## config.mk

```make
export PLATFORM = sky130hd
export DESIGN_NAME = tt_um_uart_tx
export DESIGN_NICKNAME = d
export VERILOG_FILES = /design/src/rtl/tt_uart_pkg.sv /design/src/rtl/tt_um_uart_tx_if.sv /design/src/rtl/tt_um_uart_tx_byte_fifo.sv /design/src/rtl/tt_um_uart_tx.sv
export SDC_FILE = /design/constraint.sdc
export NUM_CORES = 1
export LEC_CHECK = 0
export CAP_MARGIN = 20
export CORE_MARGIN = 10
export CORE_UTILIZATION = 61
export DETAILED_ROUTE_END_ITERATION = 8
export DONT_BUFFER_PORTS = 1
export MAX_ROUTING_LAYER = met4
export PLACE_DENSITY_LB_ADDON = 0.3
export SLEW_MARGIN = 20
export SYNTH_ARGS = -nofsm -noshare
export SYNTH_HDL_FRONTEND = slang
export SYNTH_HIERARCHICAL = 1
export SYNTH_SLANG_ARGS = --single-unit
```

## constraint.sdc

```tcl
create_clock -name clk -period 5.4 [get_ports clk]
set_input_delay 0.54 -clock clk [delete_from_list [all_inputs] [get_ports clk]]
set_output_delay 0.54 -clock clk [all_outputs]
set_load 0.01 [all_outputs]
```

## src/rtl/tt_uart_pkg.sv

```systemverilog
// Shared types and pin-map constants for the Tiny Tapeout UART transmitter.
package tt_uart_pkg;

  typedef enum logic [1:0] {
    IDLE,
    START,
    DATA,
    STOP
  } tx_state_t;

  localparam int UART_DATA_BITS = 8;

  localparam int UO_TX      = 0;
  localparam int UO_BUSY    = 1;
  localparam int UO_FULL    = 2;
  localparam int UO_EMPTY   = 3;
  localparam int UO_OVF     = 4;
  localparam int UO_CNT_LSB = 5;
  localparam int UO_CNT_W   = 3;

  localparam int UIO_WR      = 0;
  localparam int UIO_OVF_CLR = 1;

  // The count field is only three pins wide, so a full 8-deep FIFO reads as 7.
  function automatic logic [UO_CNT_W-1:0] sat_count3(input int unsigned n);
    return (n > 7) ? 3'd7 : 3'(n);
  endfunction

endpackage

```

## src/rtl/tt_um_uart_tx_if.sv

```systemverilog
// Byte FIFO handshake bundle, plus a bundle of the tt_um pins for host-side use.
interface byte_fifo_if #(
  parameter int DEPTH = 4
);
  localparam int CW = $clog2(DEPTH) + 1;

  logic          push;
  logic          pop;
  logic [7:0]    wdata;
  logic [7:0]    rdata;
  logic          full;
  logic          empty;
  logic [CW-1:0] count;

  modport master (output push, pop, wdata, input rdata, full, empty, count);
  modport slave  (input push, pop, wdata, output rdata, full, empty, count);
endinterface


```

## src/rtl/tt_um_uart_tx_byte_fifo.sv

```systemverilog
// Small byte FIFO with registered full/empty/count; read data is the head entry, valid while not empty.
module byte_fifo
  import tt_uart_pkg::*;
#(
  parameter int FIFO_DEPTH = 4
) (
  input  logic        clk,
  input  logic        rst_n,
  byte_fifo_if.slave  fif
);

  localparam int PW = $clog2(FIFO_DEPTH);
  localparam int CW = PW + 1;

  logic [UART_DATA_BITS-1:0] r_mem [FIFO_DEPTH];
  logic [PW-1:0]             r_wr_ptr;
  logic [PW-1:0]             r_rd_ptr;
  logic [CW-1:0]             r_count;
  logic [CW-1:0]             w_count_next;
  logic                      r_full;
  logic                      r_empty;
  logic                      w_do_push;
  logic                      w_do_pop;

  assign w_do_push = fif.push & ~r_full;
  assign w_do_pop  = fif.pop & ~r_empty;

  always_comb begin
    w_count_next = r_count;
    if (w_do_push && !w_do_pop) begin
      w_count_next = r_count + CW'(1);
    end else if (!w_do_push && w_do_pop) begin
      w_count_next = r_count - CW'(1);
    end
  end

  always_ff @(posedge clk) begin
    if (w_do_push) begin
      r_mem[r_wr_ptr] <= fif.wdata;
    end
  end

  always_ff @(posedge clk or negedge rst_n) begin
    if (!rst_n) begin
      r_wr_ptr <= '0;
      r_rd_ptr <= '0;
      r_count  <= '0;
      r_full   <= 1'b0;
      r_empty  <= 1'b1;
    end else begin
      if (w_do_push) begin
        r_wr_ptr <= r_wr_ptr + PW'(1);
      end
      if (w_do_pop) begin
        r_rd_ptr <= r_rd_ptr + PW'(1);
      end
      r_count <= w_count_next;
      r_full  <= (w_count_next == CW'(FIFO_DEPTH));
      r_empty <= (w_count_next == '0);
    end
  end

  assign fif.rdata = r_mem[r_rd_ptr];
  assign fif.full  = r_full;
  assign fif.empty = r_empty;
  assign fif.count = r_count;

endmodule

```

## src/rtl/tt_um_uart_tx.sv

```systemverilog
// Tiny Tapeout project: strobed bytes from ui_in are queued and sent as 8N1 UART frames on uo_out[0].
module tt_um_uart_tx
  import tt_uart_pkg::*;
#(
  parameter int CLK_DIV    = 16,
  parameter int FIFO_DEPTH = 4
) (
  input  logic [7:0] ui_in,
  output logic [7:0] uo_out,
  input  logic [7:0] uio_in,
  output logic [7:0] uio_out,
  output logic [7:0] uio_oe,
  input  logic       ena,
  input  logic       clk,
  input  logic       rst_n
);

  localparam int BW = $clog2(CLK_DIV);

  byte_fifo_if #(.DEPTH(FIFO_DEPTH)) w_fifo ();

  byte_fifo #(.FIFO_DEPTH(FIFO_DEPTH)) u_fifo (
    .clk   (clk),
    .rst_n (rst_n),
    .fif   (w_fifo)
  );

  tx_state_t                 r_state;
  logic [BW-1:0]             r_baud;
  logic [2:0]                r_bit;
  logic [UART_DATA_BITS-1:0] r_shift;
  logic                      r_tx;
  logic                      r_busy;
  logic                      r_wr_prev;
  logic                      r_ovf;

  logic                      w_wr_edge;
  logic                      w_baud_end;
  logic                      w_start;
  logic [UO_CNT_W-1:0]       w_cnt_sat;
  logic                      w_unused;

  assign w_unused   = ^uio_in[7:2];
  assign w_wr_edge  = uio_in[UIO_WR] & ~r_wr_prev & ena;
  assign w_baud_end = (r_baud == BW'(CLK_DIV - 1));

  // A frame may begin from IDLE or straight out of the last STOP cycle, which keeps frames gapless.
  assign w_start = ena & ~w_fifo.empty &
                   ((r_state == IDLE) || ((r_state == STOP) && w_baud_end));

  assign w_fifo.push  = w_wr_edge & ~w_fifo.full;
  assign w_fifo.pop   = w_start;
  assign w_fifo.wdata = ui_in;

  always_ff @(posedge clk or negedge rst_n) begin
    if (!rst_n) begin
      r_wr_prev <= 1'b0;
      r_ovf     <= 1'b0;
    end else begin
      r_wr_prev <= uio_in[UIO_WR];
      // Full is sampled before any same-edge pop; a set beats a same-edge clear.
      if (w_wr_edge && w_fifo.full) begin
        r_ovf <= 1'b1;
      end else if (uio_in[UIO_OVF_CLR]) begin
        r_ovf <= 1'b0;
      end
    end
  end

  always_ff @(posedge clk or negedge rst_n) begin
    if (!rst_n) begin
      r_state <= IDLE;
      r_baud  <= '0;
      r_bit   <= '0;
      r_shift <= '0;
      r_tx    <= 1'b1;
      r_busy  <= 1'b0;
    end else begin
      case (r_state)
        IDLE: begin
          if (w_start) begin
            r_state <= START;
            r_shift <= w_fifo.rdata;
            r_baud  <= '0;
            r_tx    <= 1'b0;
            r_busy  <= 1'b1;
          end
        end
        START: begin
          if (w_baud_end) begin
            r_baud  <= '0;
            r_bit   <= '0;
            r_state <= DATA;
            r_tx    <= r_shift[0];
            r_shift <= r_shift >> 1;
          end else begin
            r_baud <= r_baud + BW'(1);
          end
        end
        DATA: begin
          if (w_baud_end) begin
            r_baud <= '0;
            if (r_bit == 3'(UART_DATA_BITS - 1)) begin
              r_state <= STOP;
              r_tx    <= 1'b1;
            end else begin
              r_bit   <= r_bit + 3'd1;
              r_tx    <= r_shift[0];
              r_shift <= r_shift >> 1;
            end
          end else begin
            r_baud <= r_baud + BW'(1);
          end
        end
        STOP: begin
          if (w_baud_end) begin
            r_baud <= '0;
            if (w_start) begin
              r_state <= START;
              r_shift <= w_fifo.rdata;
              r_tx    <= 1'b0;
            end else begin
              r_state <= IDLE;
              r_busy  <= 1'b0;
            end
          end else begin
            r_baud <= r_baud + BW'(1);
          end
        end
        default: begin
          r_state <= IDLE;
          r_tx    <= 1'b1;
          r_busy  <= 1'b0;
        end
      endcase
    end
  end

  assign w_cnt_sat = sat_count3(32'(w_fifo.count));

  always_comb begin
    uo_out                           = '0;
    uo_out[UO_TX]                    = r_tx;
    uo_out[UO_BUSY]                  = r_busy;
    uo_out[UO_FULL]                  = w_fifo.full;
    uo_out[UO_EMPTY]                 = w_fifo.empty;
    uo_out[UO_OVF]                   = r_ovf;
    uo_out[UO_CNT_LSB +: UO_CNT_W]   = w_cnt_sat;
  end

  assign uio_out = '0;
  assign uio_oe  = '0;

endmodule

```

==> impl_metrics.env <==
export IMPL_netlist_area_um2=3130
export IMPL_synth_seq_cells=62
export IMPL_end_kind="flip-flop"
export IMPL_cts_tree="built"
export IMPL_outcome="completed"
export IMPL_fin_ws_ns=3.10
export IMPL_async_flop_share=0.484
export IMPL_dp_hpwl_um=3540
export IMPL_final_cell_area_um2=3260
export IMPL_critPathRequiredTime_ns=5.65
export IMPL_n_fill_cell=361
export IMPL_rrSetupSlack_ns=3.10
export IMPL_hp_class="input port to asynchronous set/reset pin"
export IMPL_cp_startpoint="r_state[0]"
export IMPL_synth_edf_count=32
export IMPL_synth_main_ff_cell="edfxtp_1"
export IMPL_fin_setup_tns_ns=0
export IMPL_grt_antenna_before_repair=0
export IMPL_die_w_um=91.6
export IMPL_diodes=0
export IMPL_start_util=0.645
export IMPL_finalWeightedCongestion=0.783
export IMPL_cts_made_buffers=9
export IMPL_rows=25
export IMPL_final_cell_mix="edfxtp_1, dfrtp_1, conb_1"
export IMPL_synth_top_area_cell="edfxtp_1"
export IMPL_nets=262
export IMPL_die_y_um=91.6
export IMPL_grt_use_total=0.130
export IMPL_crit_path_max_fanout=8
export IMPL_place_area_um2=3060
export IMPL_powerDensity_nw_per_um2=327
export IMPL_crit_arrival_ns=2.55
export IMPL_final_period_utilization=0.426
export IMPL_yosys_area_top_type_share=0.307
export IMPL_p_total_mw=1.07
export IMPL_ir_drop_mv=0.207
export IMPL_mostFrequentLayoutCell="edfxtp_1"
export IMPL_drv_cap=0
export IMPL_drc=0
export IMPL_dieArea_um2=8390
export IMPL_yosys_warnings=6
export IMPL_crit_type="flip-flop to flip-flop"
export IMPL_syn2layout_area_growth_pct=4.36
export IMPL_vias=1653
export IMPL_cts_root_buf="clkbuf_8"
export IMPL_cts_path_max_buffers=2
export IMPL_worst_pin_slew_ns=0.578
export IMPL_fmax_mhz=435
export IMPL_post_drt_wl_per_cell_um=16.5
export IMPL_grt_overflow_total=0
export IMPL_startpoint_type="flip-flop"
export IMPL_drive_gt1_frac=0.248
export IMPL_viasPerCell=5.49
export IMPL_io_buffers=0
export IMPL_setup_violations_final=0
export IMPL_yosys_top_cells_area="edfxtp_1, dfrtp_1, mux4_2"
export IMPL_dr_pass1_iters=4
export IMPL_ant_nets=0
export IMPL_final_setup_skew_ns=0.00494
export IMPL_r2r_start="r_state[0]"
export IMPL_grt_pass1_vias=1702
export IMPL_hold_viol=0
export IMPL_rsz0062_at_grt="false"
export IMPL_fin_crit_ns=2.30
export IMPL_first_iter_violations=88
export IMPL_io_pins=43
export IMPL_synth_cell_types=56
export IMPL_relSlewSlack=0.615
export IMPL_p_leak_nw=1.28
export IMPL_grt_pass1_wl_um=8480
export IMPL_h_tree_depth=3
export IMPL_avgSynthCellArea_um2=13.6
export IMPL_grt_max_degree=29
export IMPL_core_um2=4850
export IMPL_utilization=0.673
export IMPL_synth_seq_area_share=0.548
export IMPL_clk_latency_ns=0.33
export IMPL_syn_inst=230
export IMPL_clk_pin_slew_ns=0.07
export IMPL_post_place_ws_ns=3.12
export IMPL_maxSlewViolCount=0
export IMPL_wirelength_um=4970
export IMPL_cts_sinks=62
-- metrics by stage --
step | hold slack, ns | std cells
finish | 0.0203 | 301
global route | 0.0217 | 301
CTS | 0.0171 | 301
detailed placement | 0.246 | 284
global placement | 0.246 | 284
floorplan | 0.244 | 245
-- cells by family (layout without fill, tap and decap cells) --
family / after synthesis / after routing / share of synthesized area
and+or+nand+nor: 51 / 51 / 0.0969
buffers and inverters: 37 / 26 / 0.0765
AOI/OAI and AO/OA: 37 / 37 / 0.0869
muxes: 23 / 23 / 0.120
adders and majority gates: 14 / 14 / 0.0560
DFF: 62 / 62 / 0.548
xor gates and xnor gates: 5 / 5 / 0.0140
other: 1 / 16 / 0.00120
-- registers in the layout, indices dropped and copies added (netlist names) --
signal,count
u_fifo/fif.empty,1
r_baud,4
r_wr_prev,1
u_fifo/fif.full,1
r_ovf,1
u_fifo/r_wr_ptr,2
r_busy,1
u_fifo/r_rd_ptr,2
u_fifo/fif.count,3
r_state,2
r_bit,3
r_tx,1
u_fifo/r_mem,32
r_shift,8
-- where the power goes --
part | total (mW) | switching (mW) | internal [mW] | leakage (nW)
registers | 0.584 | 0.0455 | 0.539 | 0.656
logic | 0.119 | 0.0629 | 0.0565 | 0.545
clock network | 0.362 | 0.192 | 0.171 | 0.0824
total | 1.07 | 0.300 | 0.766 | 1.28
-- cell type report --
type                       instances  area [um2]  area share
sequential                        62        1710       0.526
multi-input combinational        146        1230       0.377
clock buffer                       9         124      0.0380
tap                               67        83.8      0.0257
clock inverter                     7        57.6      0.0176
inverter                           9        33.8      0.0104
timing repair buffer               1        20.0     0.00614
-- worst max-delay path, cell delays in order (launching register included) --
cell,delay (ns)
dfrtp_1,0.43
inv_1,0.13
ha_1,0.29
a41oi_1,0.07
nor2_1,0.27
and2b_1,0.28
nor2_1,0.09
or4_4,0.43
a211oi_2,0.22
-- routing by layer --
metal  track usage  routed length, um  vias up
li1              -                  -      803
met1         0.152               2190      809
met2         0.195               2380       34
met3        0.0436                319        7
met4        0.0666                 85        0
met5             -                  0        -
-- cell usage after synthesis, drive strengths merged (3+ instances only) --
library cell / count
inv: 9
nand2: 9
a22o: 6
nor2: 14
mux4: 8
dfrtp: 28
and2: 5
clkbuf: 3
mux2: 15
ha: 14
a21oi: 4
xnor2: 5
edfxtp: 32
nor3: 4
o21ai: 11
buf: 24
-- path summary, 6_finish.rpt --
kind                       cells after the start                  end
min in group clk                               0            r_wr_prev
max                                            8      u_fifo/fif.full
max in group asynchronous                      1  u_fifo/fif.count[0]
max reg2reg                                    8      u_fifo/fif.full
min                                            1             r_bit[1]
min reg2reg                                    1                r_ovf
-- what timing repair did --
action	in CTS	in global routing
hold buffers	1	0
setup buffers	0	0
endpoints found under the setup margin	0	0
resized for setup	0	0
endpoints found under the hold margin	28	0
No activity file was read; power rests on OpenSTA's default activity.
